### src/rtl/cpu_pkg.sv
// Shared definitions for the multi-cycle processor control path:
// instruction field layout, opcodes and control FSM state encoding.
package cpu_pkg;

    localparam int IW  = 9;
    localparam int RNW = 3;

    localparam int OP_HI = 8;
    localparam int OP_LO = 6;
    localparam int RX_HI = 5;
    localparam int RX_LO = 3;
    localparam int RY_HI = 2;
    localparam int RY_LO = 0;

    localparam logic [2:0] OP_MV  = 3'b000;
    localparam logic [2:0] OP_MVI = 3'b001;
    localparam logic [2:0] OP_ADD = 3'b010;
    localparam logic [2:0] OP_SUB = 3'b011;

    typedef enum logic [1:0] {
        T0 = 2'd0,
        T1 = 2'd1,
        T2 = 2'd2,
        T3 = 2'd3
    } state_t;

    function automatic logic [2:0] op_of(input logic [IW-1:0] ir);
        return ir[OP_HI:OP_LO];
    endfunction

    function automatic logic [RNW-1:0] rx_of(input logic [IW-1:0] ir);
        return ir[RX_HI:RX_LO];
    endfunction

    function automatic logic [RNW-1:0] ry_of(input logic [IW-1:0] ir);
        return ir[RY_HI:RY_LO];
    endfunction

endpackage

### src/rtl/control_unit_if.sv
// Control bundle between the sequencer and the datapath:
// start/instruction inputs plus all register/bus steering strobes.
interface control_unit_if;
    import cpu_pkg::*;

    logic           run;
    logic [IW-1:0]  din;
    logic           ir_in;
    logic [RNW-1:0] src_num;
    logic           src_en;
    logic [RNW-1:0] dst_num;
    logic           dst_en;
    logic           din_out;
    logic           a_in;
    logic           g_in;
    logic           g_out;
    logic           add_sub;
    logic           done;

    modport master (
        input  run, din,
        output ir_in, src_num, src_en, dst_num, dst_en,
        output din_out, a_in, g_in, g_out, add_sub, done
    );

    modport slave (
        output run, din,
        input  ir_in, src_num, src_en, dst_num, dst_en,
        input  din_out, a_in, g_in, g_out, add_sub, done
    );

endinterface

### src/rtl/control_unit.sv
// Multi-cycle sequencer: latches the instruction word and walks
// mv/mvi/add/sub through T1..T3, steering bus source and write target.
module control_unit
    import cpu_pkg::*;
(
    input  logic         clock,
    input  logic         reset,
    control_unit_if.master bus
);

    state_t          state;
    state_t          state_n;
    logic [IW-1:0]   ir;
    logic [2:0]      op;
    logic [RNW-1:0]  rx;
    logic [RNW-1:0]  ry;

    assign op = op_of(ir);
    assign rx = rx_of(ir);
    assign ry = ry_of(ir);

    always_ff @(posedge clock) begin
        if (reset) begin
            state <= T0;
            ir    <= '0;
        end else begin
            state <= state_n;
            if (bus.ir_in) begin
                ir <= bus.din;
            end
        end
    end

    always_comb begin
        state_n     = state;
        bus.ir_in   = 1'b0;
        bus.src_num = '0;
        bus.src_en  = 1'b0;
        bus.dst_num = '0;
        bus.dst_en  = 1'b0;
        bus.din_out = 1'b0;
        bus.a_in    = 1'b0;
        bus.g_in    = 1'b0;
        bus.g_out   = 1'b0;
        bus.add_sub = 1'b0;
        bus.done    = 1'b0;

        case (state)
            T0: begin
                bus.ir_in = bus.run;
                if (bus.run) begin
                    state_n = T1;
                end
            end
            T1: begin
                unique case (1'b1)
                    (op == OP_MV): begin
                        bus.src_num = ry;
                        bus.src_en  = 1'b1;
                        bus.dst_num = rx;
                        bus.dst_en  = 1'b1;
                        bus.done    = 1'b1;
                        state_n     = T0;
                    end
                    (op == OP_MVI): begin
                        bus.din_out = 1'b1;
                        bus.dst_num = rx;
                        bus.dst_en  = 1'b1;
                        bus.done    = 1'b1;
                        state_n     = T0;
                    end
                    (op == OP_ADD || op == OP_SUB): begin
                        bus.src_num = rx;
                        bus.src_en  = 1'b1;
                        bus.a_in    = 1'b1;
                        state_n     = T2;
                    end
                    default: begin
                        // Illegal opcodes retire without touching any register
                        bus.done = 1'b1;
                        state_n  = T0;
                    end
                endcase
            end
            T2: begin
                bus.src_num = ry;
                bus.src_en  = 1'b1;
                bus.g_in    = 1'b1;
                bus.add_sub = op[0];
                state_n     = T3;
            end
            T3: begin
                bus.g_out   = 1'b1;
                bus.dst_num = rx;
                bus.dst_en  = 1'b1;
                bus.done    = 1'b1;
                state_n     = T0;
            end
            default: state_n = T0;
        endcase

        // Quiet every strobe during reset so no partial write can land
        if (reset) begin
            state_n     = T0;
            bus.ir_in   = 1'b0;
            bus.src_num = '0;
            bus.src_en  = 1'b0;
            bus.dst_num = '0;
            bus.dst_en  = 1'b0;
            bus.din_out = 1'b0;
            bus.a_in    = 1'b0;
            bus.g_in    = 1'b0;
            bus.g_out   = 1'b0;
            bus.add_sub = 1'b0;
            bus.done    = 1'b0;
        end
    end

endmodule

### src/flat_wrapper.sv
// flat-port wrapper written by rule: the top's interface ports become plain ports
module control_unit_flat import cpu_pkg::*;
  (clock, reset, bus_run, bus_din, bus_ir_in, bus_src_num, bus_src_en, bus_dst_num, bus_dst_en, bus_din_out, bus_a_in, bus_g_in, bus_g_out, bus_add_sub, bus_done);
  control_unit_if bus_i ();
  input  logic clock;
  input  logic reset;
  input wire logic [$bits(bus_i.run)-1:0] bus_run;
  input wire logic [$bits(bus_i.din)-1:0] bus_din;
  output wire logic [$bits(bus_i.ir_in)-1:0] bus_ir_in;
  output wire logic [$bits(bus_i.src_num)-1:0] bus_src_num;
  output wire logic [$bits(bus_i.src_en)-1:0] bus_src_en;
  output wire logic [$bits(bus_i.dst_num)-1:0] bus_dst_num;
  output wire logic [$bits(bus_i.dst_en)-1:0] bus_dst_en;
  output wire logic [$bits(bus_i.din_out)-1:0] bus_din_out;
  output wire logic [$bits(bus_i.a_in)-1:0] bus_a_in;
  output wire logic [$bits(bus_i.g_in)-1:0] bus_g_in;
  output wire logic [$bits(bus_i.g_out)-1:0] bus_g_out;
  output wire logic [$bits(bus_i.add_sub)-1:0] bus_add_sub;
  output wire logic [$bits(bus_i.done)-1:0] bus_done;
  assign bus_i.run = bus_run;
  assign bus_i.din = bus_din;
  assign bus_ir_in = bus_i.ir_in;
  assign bus_src_num = bus_i.src_num;
  assign bus_src_en = bus_i.src_en;
  assign bus_dst_num = bus_i.dst_num;
  assign bus_dst_en = bus_i.dst_en;
  assign bus_din_out = bus_i.din_out;
  assign bus_a_in = bus_i.a_in;
  assign bus_g_in = bus_i.g_in;
  assign bus_g_out = bus_i.g_out;
  assign bus_add_sub = bus_i.add_sub;
  assign bus_done = bus_i.done;
  control_unit u_core (.clock(clock), .reset(reset), .bus(bus_i));
endmodule
### config.mk
export PLATFORM = sky130hd
export DESIGN_NAME = control_unit_flat
export DESIGN_NICKNAME = d
export VERILOG_FILES = /design/src/rtl/cpu_pkg.sv /design/src/rtl/control_unit_if.sv /design/src/rtl/control_unit.sv /design/src/flat_wrapper.sv
export SDC_FILE = /design/constraint.sdc
export NUM_CORES = 1
export LEC_CHECK = 0
export ABC_AREA = 0
export CAP_MARGIN = 0
export CORE_ASPECT_RATIO = 0.8
export CORE_UTILIZATION = 33
export CTS_CLUSTER_DIAMETER = 100
export DETAILED_ROUTE_END_ITERATION = 6
export HOLD_SLACK_MARGIN = 0.08
export PLACE_DENSITY = 0.74
export SYNTH_ARGS = -nofsm -noshare
export SYNTH_HDL_FRONTEND = slang
export SYNTH_SLANG_ARGS = --single-unit
### constraint.sdc
create_clock -name clock -period 1.85 [get_ports clock]
set_clock_uncertainty 0.15 [all_clocks]
set_input_delay 0.37 -clock clock [delete_from_list [all_inputs] [get_ports clock]]
set_output_delay 0.37 -clock clock [all_outputs]
set_load 0.02 [all_outputs]
==> results.md, run 1 <==
- Status: finished, violations left
- Failing checks: setup timing
- FF-to-FF path depth: 8
- Share of layout cells above drive strength 1: 53.7%
- TritonRoute pass-1 iters: 4
- Initial drt markers: 10
- Initial Util: 37.4%
- Maximum clock insertion buffer count: 2
- Hold Path Stages: 2
- Worst-Skew Late Latency: 0.29 ns
- Final Wtd Congestion: 0.839
- Reg2reg setup slack: between 0.1 and 0.15 ns
- # IOs: 27
- Critical Path RT: about 1.3 ns
- Vias in the first global route: ~760
- Die Y-Extent: 41.7 um
- Root buf cell: clkbuf_4
- Reg2Reg Capture Point: u_core.ir[8]
- Max-slew violations: 0
- Clk sink count: 11
- VDD IR max: just under 500 uV
- Initial antenna violation count: 0
- Achievable clock frequency: approximately 0.45 GHz
- H-tree levels: 1
- Most frequent cell after synthesis: nand2_1
- Worst-case hold slack: ~0.3 ns
- Register bit total from synthesis: 11
- IO Port Bufs: 26
- Ranking of synthesized cells by area: dfxtp_1 34%, nand2_1 13%, a21oi_1 11%, ha_1 9.6%, and2_1 3.8%
- Worst hold path class: flip-flop to flip-flop
- Final wirelength: 2160 um
- Largest net degree at the start of global routing: 11
- Total gr overflow: 0
- Unrepaired setup endpoints after global routing: true
- Core area: 1740 sq um
- Clock slew seen by the registers of the worst setup and hold paths: approximately 0.080 ns
- Final Setup Violations: 15
- Unique masters post-synth: 22
- Prevailing post-synth register cell: dfxtp_1
- RR Startpoint: u_core.state[0]
- Tcrit/Tclk final: 119%
- Power Density: 534 nW/um^2
- Final Net Count: approximately 150
- First-pass GRT wire length: 3350 um
- Number of synthesized flops with an enable pin: 0
- CP Launch Type: flip-flop
- Utilization after layout: 76.0%
- Relative max-transition margin: between 70% and 80%
- Final Hold Viols: 0
- Hpwl dp: 1420 um
- Area Overhead vs Synth: 103%
- Final instance area: 1320 sq um
- Die Wd: 51.6 um
- Crit path kind: flip-flop to output pin
- Mapped Cells: 88
- TritonCTS Buffers: 3
- Top cells by count, synth: 22 x nand2_1, 14 x a21oi_1, 11 x dfxtp_1
- Tmin final: 2.21 ns
- Avg Cell Area, Syn: roughly 7.4 sq um
- MaxCap Viol Count: 0
- Leakage power: around 0.00053 uW
- Ant. Diodes: 0
- Hold buffers post-CTS: 0
- # fillers: 120
- CP endpoint kind: output pin
- Routed wire per std cell: 13.6 um
- CP Capture Point: bus_dst_num[2]
- DP Area: 1070 sq um
- CP Max Fanout: 4
- Post-DRT Antenna Nets: 0
- Final setup margin: -0.356 ns
- Post-synth net total: 105
- Worst Max-Slew Pin Slew: 0.341 ns
- Vias: roughly 800
- TritonCTS clock tree: yes
- Synth top area share: 33.8%
- Warnings from Yosys: 0
- Mapped cell area: 651 sq um
- Sequential-to-total area share from yosys stat: 33.8%
- Async SR Flop Fraction: 0%
- Die ar.: ~2200 sq um
- Crit path DAT: between 1.5 and 2 ns
- Leading area contributor after synthesis: dfxtp_1
- DR vias/cell: approximately 5.0
- Total track usage: a little over a fifth
- Site Rows: 13
- Residual DRC: 0
-- logic make-up after synthesis --
logic type	count (synthesis)	synth area share [%]
simple gates	42	32.1
flops	11	33.8
compound gates	22	19.6
buf+inv	8	4.81
fa+ha+maj	5	9.62
-- cell type report --
class,instances,area (sq um),area share [%]
multi-input cells,69,566,42.8
repair buffers,47,450,34.1
flip-flops and latches,11,225,17.0
well taps,22,27.5,2.08
inverters,5,26.3,1.99
clock buffers,3,22.5,1.70
clock inverters,1,5.00,0.378
-- metal layers --
layer / vias to the layer above / share of wire (%) / global-route usage, %
li1: 385 / - / -
met1: 366 / 40 / 23.1
met2: 26 / 52 / 39.5
met3: 6 / 5.8 / 8.42
met4: 0 / 2.5 / 3.24
met5: - / 0 / 0
-- worst min-delay path by stage --
stage	from	slack (ns)	endpoint
2_1_floorplan	u_core.ir[0]	0.28	u_core.ir[0]
3_3_place_gp	u_core.ir[2]	0.29	u_core.ir[2]
3_5_place_dp	u_core.ir[0]	0.30	u_core.ir[0]
4_1_cts	u_core.ir[2]	0.31	u_core.ir[2]
5_1_grt	u_core.ir[0]	0.33	u_core.ir[0]
6_report	u_core.ir[0]	0.31	u_core.ir[0]
-- placed cells by master, fill, tap and decap left out, types with 2 or more instances in the layout --
master           count
nand2_2              3
nor2b_4              2
and2_4               3
nand2b_1             2
clkbuf_4             3
buf_4               17
nand2_1             18
dfxtp_1              9
a21oi_1             10
ha_4                 4
o21ai_1              3
a21oi_2              4
nor2_4               2
buf_6               19
nor2_1               2
clkdlybuf4s50_1     10
inv_1                2
-- registers in the layout, summed over array words and instances (netlist names), named ones only --
name	count
u_core.ir	9
u_core.state	1
-- worst max-delay path, stage by stage, from the launching register on --
cell,delay (ns)
dfxtp_2,0.33
inv_2,0.07
ha_4,0.14
or3b_4,0.40
a21oi_4,0.18
and2_4,0.17
buf_6,0.11
-- stage by stage --
stage / std cells / total power, uW / TNS, ns / setup slack, ns
floorplan: 88 / 361 / -0.126 / -0.0419
global placement: 148 / 445 / -7.15 / -0.533
global route: 158 / 742 / -4.60 / -0.392
CTS: 158 / 669 / -3.52 / -0.365
detailed placement: 148 / 449 / -7.39 / -0.551
finish: 158 / 706 / -4.03 / -0.356
-- repair_timing --
action,in CTS,in global routing
setup buffers,7,3
endpoints found under the setup margin,15,15
pin swaps,11,13
resized for setup,102,34
-- power breakdown --
group | internal [uW] | switching [uW] | leakage [uW]
combinational | 140 | 117 | 0.000425
sequential | 254 | 17.9 | 0.0000913
clock | 80.6 | 96.7 | 0.0000177
total | 474 | 232 | 0.000534
Power figures use the tool's default switching activity.
==> run 2: changes to the inputs <==
--- a/config.mk
+++ b/config.mk
@@ -7,12 +7,11 @@
 export LEC_CHECK = 0
 export ABC_AREA = 0
 export CAP_MARGIN = 0
-export CORE_ASPECT_RATIO = 0.8
-export CORE_UTILIZATION = 33
+export CORE_UTILIZATION = 41
 export CTS_CLUSTER_DIAMETER = 100
 export DETAILED_ROUTE_END_ITERATION = 6
 export HOLD_SLACK_MARGIN = 0.08
-export PLACE_DENSITY = 0.74
+export PLACE_DENSITY = 0.87
 export SYNTH_ARGS = -nofsm -noshare
 export SYNTH_HDL_FRONTEND = slang
 export SYNTH_SLANG_ARGS = --single-unit
==> run 2 against run 1 <==
The flow still finishes with violations (setup timing); final cell count is the same; power grew 5.7%; design area grew 2.6%; global-route usage grew 8.0 points; combinational power grew 11%; die area shrank 19%; critical path depth is the same; maximum frequency shrank 2.4%; clock-buffer cell count grew 1; sequential power is essentially flat; utilization grew 15 points; largest cell class unchanged.
==> results.md, run 2 (synthesis results as in run 1) <==
- Reg2Reg Capture Point: u_core.ir[1]
- Hpwl dp: 1440 um
- Tcrit/Tclk final: 122%
- Die Y-Extent: 41.8 um
- Placed cell count: ~140
- Vias: around 900
- Hold buffers post-CTS: 0
- Failing checks: setup timing
- Die ar.: 1750 sq um
- Area Overhead vs Synth: 108%
- MaxCap Viol Count: 0
- Unrepaired setup endpoints after global routing: true
- Multi-input gate area: around 560 sq um
- First-pass GRT wire length: approximately 3900 um
- Routed wire per std cell: 20.2 um
- CP Launch Type: flip-flop
- Clock slew seen by the registers of the worst setup and hold paths: approximately 0.080 ns
- Storage cell area: roughly 230 sq um
- Final Net Count: 160
- DR vias/cell: 5.68
- Utilization after layout: 91.1%
- Die Wd: 41.8 um
- Worst-Skew Late Latency: approximately 0.29 ns
- Initial Util: 43.7%
- Most frequent cells in the layout: 21 x nand2_1, 21 x buf_4, 20 x buf_6
- Maximum clock insertion buffer count: 2
- Max-slew violations: 0
- Ant. Diodes: 0
- Largest net degree at the start of global routing: 11
- VDD IR max: between 500 and 600 uV
- Clk sink count: 11
- # IOs: 27
- Power Density: roughly 550 nW/um^2
- Share of layout cells above drive strength 1: 53.5%
- Final Hold Viols: 0
- Final wirelength: 3200 um
- Leakage power: 0.000558 uW
- Total track usage: 29.4%
- Tmin final: 2.26 ns
- Setup_tns: -3.56 ns
- Final Setup Violations: 14
- Crit path kind: flip-flop to output pin
- TritonRoute pass-1 iters: 4
- Reg2reg setup slack: 0.03 ns
- CP Capture Point: bus_din_out
- Initial drt markers: 19
- Residual DRC: 0
- Crit path DAT: 1.74 ns
- Root buf cell: clkbuf_4
- Site Rows: 14
- Core area: 1490 sq um
- Post-DRT Antenna Nets: 0
- IO Port Bufs: 26
- Critical Path RT: 1.33 ns
- Initial antenna violation count: 0
- H-tree levels: 1
- Total gr overflow: 0
- Worst Min Path Start: u_core.ir[3]
- TritonCTS Buffers: 3
- Final Wtd Congestion: 0.852
- CP endpoint kind: output pin
- Max reg flops: 9
- Top flop regs: u_core.ir: 9 flops, u_core.state: 1 flops
- Relative max-transition margin: approximately three quarters
- CP Max Fanout: 3
- Worst Max-Slew Pin Slew: 0.398 ns
- Worst hold path class: flip-flop to flip-flop
- Status: finished, violations left
- Reg with most FFs: u_core.ir
- TritonCTS clock tree: yes
- # fillers: 53
- Achievable clock frequency: 0.443 GHz
- FF-to-FF path depth: 8
- Final setup margin: -0.410 ns
- Vias in the first global route: 844
- Post-Layout Cell Count: 158
-- run 2: changes by cell type in the layout (fill, tap and decap cells not counted) --
cell,before,now
buf_2,0,1
buf_4,17,21
buf_6,19,20
clkbuf_1,0,1
clkinv_2,1,0
nand2_1,18,21
nand2_2,3,0
o21ai_1,3,2
o21ai_2,1,2
-- run 2: metal layers --
metal  wire (um)  GRT usage [%]
met5           0              0
met4         185           11.0
met3         231           2.17
met2        1550           56.9
met1        1230           32.8
-- run 2: per-stage QoR --
step | instance area [sq um] | hold WS [ns] | setup WS, ns | total power (uW)
global route | 1360 | 0.397 | -0.455 | 765
detailed placement | 1070 | 0.301 | -0.586 | 452
finish | 1360 | 0.367 | -0.410 | 747
floorplan | 678 | 0.283 | -0.0419 | 361
global placement | 1070 | 0.293 | -0.566 | 445
CTS | 1260 | 0.315 | -0.354 | 676
-- run 2: repair_timing --
| action | 4_1_cts | 5_1_grt |
|---|---|---|
| setup buffers | 8 | 5 |
| resized for setup | 110 | 22 |
| endpoints found under the hold margin | 0 | 0 |
| gates cloned | 0 | 0 |
| pin swaps | 12 | 6 |
| setup endpoints to repair | 15 | 15 |
-- run 2: worst min path at each step --
| stage | depth (start not counted) | endpoint |
|---|---|---|
| finish | 2 | u_core.ir[3] |
| global placement | 2 | u_core.ir[0] |
| global route | 2 | u_core.ir[2] |
| floorplan | 2 | u_core.ir[0] |
| CTS | 2 | u_core.ir[2] |
| detailed placement | 2 | u_core.ir[2] |
-- run 2: power by group --
group	internal (uW)	switching [uW]	leakage, uW
registers	254	20.5	0.0000913
logic	146	139	0.000452
clock network	84.1	104	0.0000150
-- run 2: critical path: stages (launching register included) --
cell,delay [ns]
dfxtp_2,0.33
inv_2,0.07
ha_4,0.15
or3b_4,0.41
buf_4,0.15
nor3b_2,0.17
buf_4,0.17
-- run 2: layout make-up --
class                      instances  share of cell area (%)
sequential                        11                    16.6
tap                               16                    1.48
inverter                           5                    1.94
clock buffer                       4                    1.94
multi-input combinational         69                    41.4
timing repair buffer              53                    36.6
==> run 3: changes to the inputs <==
--- a/config.mk
+++ b/config.mk
@@ -12,6 +12,7 @@
 export DETAILED_ROUTE_END_ITERATION = 6
 export HOLD_SLACK_MARGIN = 0.08
 export PLACE_DENSITY = 0.87
+export SKIP_LAST_GASP = 1
 export SYNTH_ARGS = -nofsm -noshare
 export SYNTH_HDL_FRONTEND = slang
 export SYNTH_SLANG_ARGS = --single-unit
==> run 3 against run 2 <==
The flow still finishes with violations (setup timing); power down 2.8%; final cell count down 1.3%; sequential cell count unchanged; largest power group is now sequential cells.
==> results.md, run 3 (synthesis results as in run 1) <==
- Status: finished, violations left
- Failing checks: setup timing
- Total gr overflow: 0
- Worst hold path class: flip-flop to flip-flop
- Final Setup Violations: 12
- Site Rows: 14
- Final Hold Viols: 0
- Critical Path RT: 1.33 ns
- Core area: 1490 sq um
- Die Wd: 41.8 um
- Dpl ws: -0.586 ns
- Share of layout cells above drive strength 1: 51.4%
- Max-slew violations: 0
- First-pass GRT wire length: between 3000 and 4000 um
- Vias in the first global route: 884
- # IOs: 27
- Global-route met2 utilization: 57.8%
- Clk sink count: 11
- Residual DRC: 0
- CP Max Fanout: 4
- # fillers: 51
- Worst Max-Slew Pin Slew: 0.348 ns
- Total track usage: 30.4%
- Unrepaired setup endpoints after global routing: true
- Initial drt markers: 28
- CP endpoint kind: output pin
- Power Density: 550 nW/um^2
- Worst-Skew Late Latency: 0.28 ns
- Hpwl dp: 1440 um
- Ant. Diodes: 0
- Max reg flops: 9
- Die Y-Extent: 41.8 um
- Final Wtd Congestion: 0.852
- Tcrit/Tclk final: 121%
- Area Overhead vs Synth: 103%
- Worst Min Path Start: u_core.ir[1]
- Layer with the highest usage: met2
- Hold buffers post-CTS: 0
- Largest net degree at the start of global routing: 11
- Vias: ~930
- Met1 Use GR: 31.2%
- Post-DRT Antenna Nets: 0
- Maximum clock insertion buffer count: 2
- Relative max-transition margin: 76.8%
- TritonCTS clock tree: yes
- Most frequent cells in the layout: 26 x buf_4, 21 x nand2_1, 14 x buf_6
- H-tree levels: 1
- Clock slew seen by the registers of the worst setup and hold paths: 0.08 ns
- Crit path DAT: ~1.7 ns
- TritonCTS Buffers: 3
- Die ar.: 1750 sq um
- Met3 Resource Use GR: roughly 4.3%
- Final Net Count: about 160
- VDD IR max: 540 uV
- Utilization after layout: 88.6%
- Root buf cell: clkbuf_4
- Routed wire per std cell: 19.5 um
- MaxCap Viol Count: 0
- Initial Util: 43.7%
- Crit path kind: flip-flop to output pin
- DR vias/cell: 5.96
- IO Port Bufs: 26
- TritonRoute pass-1 iters: 6
- Final wirelength: 3040 um
- Most common cell after layout, fill and taps aside: buf_4
- Leakage power: 0.000544 uW
- CP Launch Type: flip-flop
- Achievable clock frequency: 0.446 GHz
- Top flop regs: u_core.ir: 9 flops, u_core.state: 1 flops
- Tmin final: 2.24 ns
- Reg with most FFs: u_core.ir
- Final setup margin: -0.391 ns
- Initial antenna violation count: 0
run 3: final cells by class:
cell class	instances	area [sq um]	share of cell area (%)
Clock buffer	4	26.3	1.99
Inverter	5	26.3	1.99
Multi-Input combinational cell	69	559	42.4
Sequential cell	11	225	17.1
Tap cell	16	20.0	1.52
Timing Repair Buffer	51	462	35.0
run 3: power by group:
part	internal, uW	switching (uW)	total, uW
clock	83.8	100	184
sequential	254	19.2	273
combinational	138	131	269
total	475	251	726
run 3: worst paths after layout:
path | endpoint | slack (ns) | depth (start not counted)
max | bus_dst_num[0] | -0.39 | 6
max reg2reg | u_core.ir[5] | 0.15 | 8
min reg2reg | u_core.ir[1] | 0.36 | 2
min | u_core.ir[1] | 0.36 | 2
run 3: critical path, stage by stage (launching register included):
cell	delay, ns
dfxtp_2	0.33
inv_2	0.07
ha_4	0.14
or3b_4	0.41
a21oi_4	0.20
and2_4	0.18
buf_6	0.11
run 3: metrics by stage:
step	hold slack, ns	TNS [ns]	area (sq um)	power [uW]	std cells
floorplan	0.283	-0.126	678	361	88
global placement	0.293	-7.37	1070	445	143
detailed placement	0.301	-7.76	1070	452	143
CTS	0.314	-2.85	1260	674	155
global route	0.355	-3.72	1320	744	156
finish	0.359	-3.31	1320	726	156
run 3: timing repair:
item	4_1_cts	5_1_grt
gates cloned	0	0
resized for setup	108	16
setup endpoints to repair	15	15
pin swaps	12	5
buffers inserted	8	2
endpoints found under the hold margin	0	0
run 3: metal layers:
metal	vias up	routed length (um)	part of all wire [%]
met5	-	0	0
met4	0	189	6.2
met3	23	262	8.6
met2	78	1500	49
met1	429	1090	36
li1	399	-	-
